**src/rtl/bcd_serial_adder.sv**
```systemverilog
// Digit-serial multi-digit BCD adder/subtractor, one digit per clock, LSD first.
// Define BCD_SUB_EN to enable nines'-complement subtraction via the sub input.
module bcd_serial_adder #(
    parameter int unsigned DIGITS = 4
) (
    input  logic                  clk,
    input  logic                  rst_n,
    input  logic                  start,
    input  logic [4*DIGITS-1:0]   a,
    input  logic [4*DIGITS-1:0]   b,
    input  logic                  cin,
    input  logic                  sub,
    output logic                  busy,
    output logic                  done,
    output logic [4*DIGITS-1:0]   sum,
    output logic                  cout,
    output logic                  err
);

    localparam int unsigned W    = 4 * DIGITS;
    localparam int unsigned IDXW = (DIGITS > 1) ? $clog2(DIGITS) : 1;
    localparam logic [IDXW-1:0] LAST = IDXW'(DIGITS - 1);

    typedef enum logic [1:0] {IDLE, RUN, DONE} state_t;

    state_t            r_state;
    state_t            w_next;
    logic [W-1:0]      r_a;
    logic [W-1:0]      r_b;
    logic [W-1:0]      r_work;
    logic [W-1:0]      r_sum;
    logic [W-1:0]      w_work_next;
    logic [IDXW-1:0]   r_idx;
    logic [IDXW+1:0]   w_base;
    logic              r_carry;
    logic              r_cout;
    logic              r_err;
    logic              w_accept;
    logic              w_last;
    logic              w_err_in;
    logic              w_c0;
    logic [3:0]        w_a_dig;
    logic [3:0]        w_b_dig;
    logic [3:0]        w_b_eff;
    logic [4:0]        w_raw;
    logic [3:0]        w_digit;
    logic              w_cdig;

`ifdef BCD_SUB_EN
    logic              r_sub;
`else
    logic              w_unused_sub;
    assign w_unused_sub = sub;
`endif

    // A start seen while leaving DONE is taken directly, giving DIGITS+1 throughput.
    assign w_accept = start && ((r_state == IDLE) || (r_state == DONE));
    assign w_last   = (r_idx == LAST);

    always_ff @(posedge clk or negedge rst_n) begin
        if (!rst_n) begin
            r_state <= IDLE;
        end else begin
            r_state <= w_next;
        end
    end

    always_comb begin
        w_next = r_state;
        busy   = 1'b0;
        done   = 1'b0;
        case (r_state)
            IDLE: begin
                if (start) begin
                    w_next = RUN;
                end
            end
            RUN: begin
                busy = 1'b1;
                if (w_last) begin
                    w_next = DONE;
                end
            end
            DONE: begin
                done   = 1'b1;
                w_next = start ? RUN : IDLE;
            end
            default: w_next = IDLE;
        endcase
    end

    always_comb begin
        w_err_in = 1'b0;
        for (int unsigned i = 0; i < DIGITS; i++) begin
            if ((a[4*i +: 4] > 4'd9) || (b[4*i +: 4] > 4'd9)) begin
                w_err_in = 1'b1;
            end
        end
    end

`ifdef BCD_SUB_EN
    assign w_c0 = sub ? 1'b1 : cin;
`else
    assign w_c0 = cin;
`endif

    always_comb begin
        w_base  = {r_idx, 2'b00};
        w_a_dig = r_a[w_base +: 4];
        w_b_dig = r_b[w_base +: 4];
`ifdef BCD_SUB_EN
        w_b_eff = r_sub ? (4'd9 - w_b_dig) : w_b_dig;
`else
        w_b_eff = w_b_dig;
`endif
        w_raw   = {1'b0, w_a_dig} + {1'b0, w_b_eff} + {4'b0000, r_carry};
        if (w_raw > 5'd9) begin
            w_digit = w_raw[3:0] + 4'd6;
            w_cdig  = 1'b1;
        end else begin
            w_digit = w_raw[3:0];
            w_cdig  = 1'b0;
        end
        w_work_next = r_work;
        w_work_next[w_base +: 4] = w_digit;
    end

    always_ff @(posedge clk or negedge rst_n) begin
        if (!rst_n) begin
            r_a     <= '0;
            r_b     <= '0;
            r_work  <= '0;
            r_sum   <= '0;
            r_idx   <= '0;
            r_carry <= 1'b0;
            r_cout  <= 1'b0;
            r_err   <= 1'b0;
`ifdef BCD_SUB_EN
            r_sub   <= 1'b0;
`endif
        end else if (w_accept) begin
            r_a     <= a;
            r_b     <= b;
            r_work  <= '0;
            r_idx   <= '0;
            r_carry <= w_c0;
            r_err   <= w_err_in;
`ifdef BCD_SUB_EN
            r_sub   <= sub;
`endif
        end else if (r_state == RUN) begin
            r_work  <= w_work_next;
            r_carry <= w_cdig;
            if (w_last) begin
                r_idx  <= '0;
                r_sum  <= w_work_next;
                r_cout <= w_cdig;
            end else begin
                r_idx  <= r_idx + 1'b1;
            end
        end
    end

    assign sum  = r_sum;
    assign cout = r_cout;
    assign err  = r_err;

endmodule

```
**config.mk**
```make
export PLATFORM = sky130hd
export DESIGN_NAME = bcd_serial_adder
export DESIGN_NICKNAME = d
export VERILOG_FILES = /design/src/rtl/bcd_serial_adder.sv
export SDC_FILE = /design/constraint.sdc
export NUM_CORES = 1
export LEC_CHECK = 0
export ABC_AREA = 1
export BUFFER_PORTS_ARGS = -buffer_cell sky130_fd_sc_hd__buf_2
export CAP_MARGIN = 0
export CORE_MARGIN = 3
export CORE_UTILIZATION = 46
export DETAILED_ROUTE_END_ITERATION = 8
export GPL_ROUTABILITY_DRIVEN = 0
export GPL_TIMING_DRIVEN = 0
export PLACE_DENSITY_LB_ADDON = 0.1
export SYNTH_ARGS = -nofsm -noshare
export SYNTH_HDL_FRONTEND = slang
export SYNTH_SLANG_ARGS = --single-unit
```
**constraint.sdc**
```tcl
create_clock -name clk -period 4.3 [get_ports clk]
set_clock_uncertainty 0.2 [all_clocks]
set_input_delay 0 -clock clk [delete_from_list [all_inputs] [get_ports clk]]
set_output_delay 0 -clock clk [all_outputs]
set_load 0.05 [all_outputs]
```
# Yosys cells after proc, flatten, opt, wreduce, memory -nomap -nowiden
# Cells that the tools add are included.
# totals
register_bits	71
inputBits	37
word_cells	63
# classes
addsub	5
magnitude_cmp	9
eq_ne	5
shift	4
muxes	20
bitwise_logic	1
n_reduce_logical	10
# ops
op	n
$gt 4x4->1 const B	8
$mux 16	2
$shiftx 16x5->4	2
$bwmux 16	1
$shift 4x6->16 const A	1
$shiftx 4x6->16	1
$mux 1	10
$mux 2	5
$neg 4->6	1
$pmux 2 s3	1
$add 4x4->5	1
$add 5x1->5	1
$gt 5x4->1 const B	1
$logic_or 1x1->1	5
$add 4x3->4 const B	1
$eq 2x2->1 const B	2
$mux 4	1
$ne 2x2->1 const B	2
$reduce_and 3->1	1
$add 2x1->2 const B	1
$eq 2x1->1 const B	1
$logic_not 2->1	1
$reduce_and 2->1	1
$reduce_bool 2->1	1
other kinds (2)	2

# Logic depth before layout (Yosys ltp)
# Gate-level depths: netlist of run 1.
# logic_depth
word_depth	9
depth_mapped	22
depth_no_buf	20

# Worst setup path after synthesis of run 1
# Ideal clock, no wire load.
# synth_timing
path_kind	register to register
from	reg r_idx[0]
to	reg r_work[3]
setup_time_ns	0.121
t_arrival_ns	3.036
slack_ns	0.943
stages_incl_launch_ff	19
path_buffers	2
synth_period_minus_slack_ns	3.357
cell_sequence	dfrtp_1 -> inv_1 -> buf_2 -> buf_2 -> nor2_1 -> o22ai_1 -> fa_1 -> fa_1 -> inv_1 -> ha_1 -> inv_1 -> nor2_1 -> a21oi_4 -> nand2_4 -> nand2_4 -> nand2_4 -> nand3_1 -> nand2_1 -> a22o_1
# synth_via
elab_chain_cells	9
word_cells_on_any_way	13
# synth_rtl
element	line_no	source
start: declaration	33	logic [IDXW-1:0] r_idx;
start signal: assignment	159	r_idx <= r_idx + 1'b1;
$shiftx 16x5->4, on equally long branches	109, 110	
$add 4x4->5	116	w_raw = {1'b0, w_a_dig} + {1'b0, w_b_eff} + {4'b0000, r_carry};
$add 5x1->5	116	
$add 4x3->4 / $gt 5x4->1 (equally long branches)	118, 117	
$mux 4	117	if (w_raw > 5'd9) begin
$shiftx 4x6->16	125	w_work_next[w_base +: 4] = w_digit;
$bwmux 16 *	125	
$mux 16 *	151	end else if (r_state == RUN) begin
$mux 16 *	141	end else if (w_accept) begin
end signal: assignment	152	r_work <= w_work_next;
end: declaration	30	logic [W-1:0] r_work;
# Every way passes the cells marked *; elsewhere a longest branch is shown, timed or not. The select of a mux whose other input is x is not followed.
# A chain may end at the register's enable or synchronous reset.

# Worst setup path after layout of run 1
# layout_timing
from	reg r_idx[1]
to	reg r_work[5]
# Same word-level chain as after synthesis.

==> flow_metrics.env, run 1 <==
export IMPL_grt_overflow=0
export IMPL_cts_buffer_depth=2
export IMPL_root_buffer="clkbuf_8"
export IMPL_startpoint="r_idx[1]"
export IMPL_first_pass_iters=5
export IMPL_rsz0062_at_grt="false"
export IMPL_dieArea_um2=9040
export IMPL_layout_nets=614
export IMPL_r2r_end="r_work[5]"
export IMPL_clk_latency_ns=0.36
export IMPL_numPortBuffers=55
export IMPL_hold_viol=0
export IMPL_setup_violations=0
export IMPL_cts_reportedPaths_clkPinSlew_ns=0.08
export IMPL_crit_type="flip-flop to flip-flop"
export IMPL_synth_top_area_cell="dfrtp_1"
export IMPL_critPathLaunchType="flip-flop"
export IMPL_ctsResizeCount=0
export IMPL_syn_area_um2=3650
export IMPL_fmax_mhz=256
export IMPL_post_dp_hpwl_um=6450
export IMPL_start_util=0.488
export IMPL_min_path_type="primary input to flip-flop"
export IMPL_cp_required_ns=4.39
export IMPL_diodes=0
export IMPL_timing_final_ws_setup_ns=0.391
export IMPL_fillCellCount=694
export IMPL_mostFrequentLayoutCells="nand2_1, dfrtp_1, buf_2"
export IMPL_synth_seq_area_share=0.487
export IMPL_dieHeight_um=95.1
export IMPL_crit_path_end="r_work[5]"
export IMPL_rows=31
export IMPL_status="finished clean"
export IMPL_drt_wl_total_um=9490
export IMPL_cts_setup_buffers=0
export IMPL_fin_area_um2=4630
export IMPL_grtUsageTotal=0.231
export IMPL_grt_pass1_vias=3213
export IMPL_place_ws_ns=0.434
export IMPL_core_area_um2=7490
export IMPL_path_max_fanout=12
export IMPL_vias_per_cell=4.97
export IMPL_cts_tree="done"
export IMPL_synth_nets=510
export IMPL_maxCapViolations=0
export IMPL_pin_count=57
export IMPL_vias=3326
export IMPL_synth_area_leaders="dfrtp_1, nand2_1, o21ai_0"
export IMPL_r2r_slack_ns=0.39
export IMPL_die_w_um=95.1
export IMPL_r2r_cells=20
export IMPL_fin_setup_tns_ns=0
export IMPL_drive_gt1_frac=0.181
export IMPL_drt_iter0_markers=177
export IMPL_syn_to_final_growth_pct=26.9
export IMPL_place_area_um2=4080
export IMPL_layoutNonFillerInstCount=669
export IMPL_post_route_min_period_ns=3.91
export IMPL_worst_pin_slew_ns=0.612
export IMPL_avgSynthCellArea_um2=7.92
export IMPL_antenna_found_initial=0
export IMPL_drtAntennaViolNets=0
export IMPL_numCtsBuffers=9
export IMPL_maxSlewViolCount=0
export IMPL_ys_types=28
export IMPL_grt_max_degree=48
export IMPL_wl_per_cell_um=14.2
export IMPL_r2r_start="r_idx[1]"
export IMPL_drc=0
export IMPL_cp_end_kind="flip-flop"
export IMPL_grt_pass1_wl_um=16000
export IMPL_period_share=0.909
export IMPL_yosysWarningCount=0
export IMPL_cts_htree_levels=3
export IMPL_syn_inst=461
export IMPL_arrival_ns=4.00
export IMPL_ys_seq_elements=71
export IMPL_synth_top_area_share=0.487
export IMPL_dp_cells=616
export IMPL_cts_num_sinks=71
export IMPL_layout_commonest_cell="nand2_1"
export IMPL_max_slew_margin_rel=0.589
worst min path at each step:
stage / endpoint / slack [ns] / cells after the start / startpoint
floorplan: cout / -0.50 / 0 / rst_n
global placement: r_b[4] / -0.007 / 3 / b[4]
detailed placement: r_b[7] / -0.26 / 1 / rst_n
CTS: r_b[4] / 0.16 / 4 / b[4]
global route: r_a[0] / 0.18 / 4 / a[0]
finish: r_b[4] / 0.17 / 4 / b[4]
routing by layer:
layer	global-route usage	wire, um
met5	0	0
met4	0.0493	55
met3	0.0592	542
met2	0.352	4390
met1	0.334	4510
cells by family (layout without fill, tap and decap cells):
group | count (synthesis) | after routing | synth area share
AND/OR/NAND/NOR | 236 | 236 | 0.277
AO/OA/AOI/OAI | 73 | 73 | 0.116
flip-flops | 71 | 71 | 0.487
buffers and inverters | 69 | 178 | 0.0754
adder cells (fa/ha/maj) | 12 | 12 | 0.0453
cell usage after synthesis, drive strengths merged:
library cell and instances:
a21oi 10, a22o 1, a32oi 1, buf 9
clkbuf 8, dfrtp 71, fa 2, ha 10
inv 52, nand2 187, nand3 13, nand3b 1
nand4 7, nor2 24, nor3 2, nor4 2
o21ai 48, o21bai 2, o22ai 11
timing repair:
item / CTS / global route
endpoints found under the hold margin: 110 / 0
hold buffers: 37 / 0
endpoints found under the setup margin: 0 / 0
flip-flops by register name (all words and copies together) (netlist names):
name     count
r_state      2
r_idx        2
sum         16
r_a         16
cout         1
r_b         16
r_carry      1
r_work      16
err          1
critical path, cell delays in order, from the launching register on:
cell and delay, ns:
dfrtp_1 0.61, inv_1 0.13, clkbuf_1 0.32, o21ai_0 0.16, o22ai_1 0.11, fa_1 0.48, fa_1 0.43, nand2_1 0.11
nand2_2 0.10, ha_1 0.22, inv_1 0.08, nor2_1 0.06, a21oi_4 0.15, nand2_4 0.08, nand2_4 0.11, nand2_2 0.06
nand2_2 0.11, nand4_1 0.10, nand2_1 0.10, nand2_1 0.05, nand2_1 0.06
metrics by stage:
step / util / hold slack [ns]
after CTS: 0.619 / 0.156
after global routing: 0.619 / 0.175
after floorplan: - / -0.496
after global placement: 0.541 / -0.00651
final: 0.619 / 0.168
after detailed placement: 0.545 / -0.256
final cells by class:
cell class                 instances  area, um2  share of cell area
sequential                        71       1780               0.384
clock buffer                       9        124              0.0267
tap                               99        124              0.0267
timing repair buffer              93        686               0.148
inverter                          52        195              0.0421
clock inverter                     7       48.8              0.0105
multi-input combinational        321       1600               0.345
buffer                            17       80.1              0.0173
Power of run 1 is not shown: default switching activity piles up to over one toggle a cycle in this logic, so the estimate is an artifact.
==> run 2, diff against run 1 <==
clock period = 3.2 ns   (was 4.3 ns; I/O delays follow)
==> run 2 against run 1 <==
  * The flow now finishes with violations (negative hold slack, negative setup slack)
  * First-iteration DRC count is 5.6% lower
  * Setup slack got worse by 0.40 ns
  * Fmax is 22% higher
==> flow_metrics.env, run 2 (synthesis results as in run 1) <==
export IMPL_status="finished, violations left"
export IMPL_violations="negative hold slack, negative setup slack"
export IMPL_start_util=0.488
export IMPL_grt_pass1_wl_um=16300
export IMPL_critPathLaunchType="flip-flop"
export IMPL_min_path_type="primary input to async pin"
export IMPL_startpoint="r_idx[0]"
export IMPL_path_max_fanout=5
export IMPL_r2r_end="sum[10]"
export IMPL_vias_per_cell=5.00
export IMPL_final_seq_area_um2=1780
export IMPL_diodes=0
export IMPL_root_buffer="clkbuf_8"
export IMPL_rows=31
export IMPL_first_pass_iters=4
export IMPL_rsz0062_at_grt="true"
export IMPL_mostFrequentLayoutCells="nand2_1, dfrtp_1, buf_2"
export IMPL_hold_slack_ns=-0.0298
export IMPL_grtUsageTotal=0.235
export IMPL_dieHeight_um=95.1
export IMPL_cts_tree="done"
export IMPL_fin_area_um2=4870
export IMPL_cts_num_sinks=71
export IMPL_drtAntennaViolNets=0
export IMPL_setup_violations=1
export IMPL_drt_wl_total_um=9810
export IMPL_die_w_um=95.1
export IMPL_cts_htree_levels=3
export IMPL_maxSlewViolCount=0
export IMPL_maxCapViolations=0
export IMPL_pin_count=57
export IMPL_period_share=1.00
export IMPL_grt_max_degree=72
export IMPL_r2r_slack_ns=-0.004
export IMPL_crit_path_end="sum[10]"
export IMPL_numCtsBuffers=9
export IMPL_timing_final_ws_setup_ns=-0.00379
export IMPL_post_route_min_period_ns=3.20
export IMPL_numPortBuffers=55
export IMPL_syn_to_final_growth_pct=33.6
export IMPL_drt_iter0_markers=167
export IMPL_final_core_util=0.651
export IMPL_multiInputGateArea_um2=1710
export IMPL_layout_commonest_cell="nand2_1"
export IMPL_vias=3397
export IMPL_routed_top_layer="met4"
export IMPL_hold_viol=17
export IMPL_cp_end_kind="flip-flop"
export IMPL_wl_met2_um=4420
export IMPL_cts_reportedPaths_clkPinSlew_ns=0.08
export IMPL_place_ws_ns=-0.604
export IMPL_r2r_start="r_idx[0]"
export IMPL_antenna_found_initial=0
export IMPL_route_met3_wl_um=520
export IMPL_drc=0
export IMPL_fillCellCount=661
export IMPL_r2r_cells=18
export IMPL_layout_nets=624
export IMPL_clk_latency_ns=0.35
export IMPL_wl_per_cell_um=14.4
export IMPL_cts_buffer_depth=2
export IMPL_crit_type="flip-flop to flip-flop"
export IMPL_place_area_um2=4100
export IMPL_worst_pin_slew_ns=0.674
export IMPL_core_area_um2=7490
export IMPL_max_slew_margin_rel=0.546
export IMPL_drive_gt1_frac=0.233
export IMPL_cp_required_ns=3.29
export IMPL_dieArea_um2=9040
export IMPL_wl_met1_um=4640
export IMPL_arrival_ns=3.30
export IMPL_fmax_mhz=312
export IMPL_grt_overflow=0
export IMPL_post_dp_hpwl_um=6320
export IMPL_grt_pass1_vias=3407
run 2: per-layer routing:
| metal | up-vias | track usage |
|---|---|---|
| li1 | 1688 | - |
| met1 | 1594 | 0.338 |
| met2 | 95 | 0.355 |
| met3 | 20 | 0.0347 |
| met4 | 0 | 0.0938 |
| met5 | - | 0 |
run 2: timing repair:
action | 4_1_cts | 5_1_grt
pin swaps | 4 | 4
endpoints found under the setup margin | 26 | 26
resized for setup | 24 | 20
setup buffers | 9 | 4
endpoints found under the hold margin | 109 | 0
hold buffers | 35 | 0
run 2: cell type report:
type,count,share of cell area
tap,99,0.0254
multi-input combinational,321,0.350
timing repair buffer,104,0.155
inverter,52,0.0416
clock buffer,13,0.0305
clock inverter,3,0.00873
buffer,16,0.0241
sequential,71,0.365
run 2: worst min path at each step:
| stage | cells past startpoint | endpoint | slack [ns] | startpoint |
|---|---|---|---|---|
| finish | 3 | r_b[3] | -0.03 | rst_n |
| global route | 3 | r_b[3] | 0.03 | rst_n |
| CTS | 3 | r_b[3] | 0.01 | rst_n |
| detailed placement | 2 | r_b[3] | -0.16 | rst_n |
| global placement | 3 | r_b[12] | -0.006 | b[12] |
| floorplan | 0 | cout | -0.50 | rst_n |
run 2: through the flow:
step | hold slack (ns) | instances | setup TNS, ns
after floorplan | -0.496 | 461 | 0
after global placement | -0.00637 | 615 | -12.32
after detailed placement | -0.158 | 616 | -14.45
after CTS | 0.0120 | 675 | 0
after global routing | 0.0315 | 679 | -2.08
final | -0.0298 | 679 | -0.00379
run 2: critical path, cell delays in order, from the launching register on:
cell	delay [ns]
dfrtp_2	0.48
buf_6	0.15
o21ai_1	0.17
o22ai_2	0.10
fa_2	0.39
fa_2	0.58
inv_2	0.06
ha_4	0.16
inv_4	0.06
nor2_4	0.03
a21oi_4	0.13
nand2_4	0.08
nand2_4	0.10
nand2_2	0.07
nand2_4	0.08
nand3_1	0.09
nand2_1	0.12
nand2_1	0.06
nand2_1	0.05
Power of run 2 is left out for the same reason.
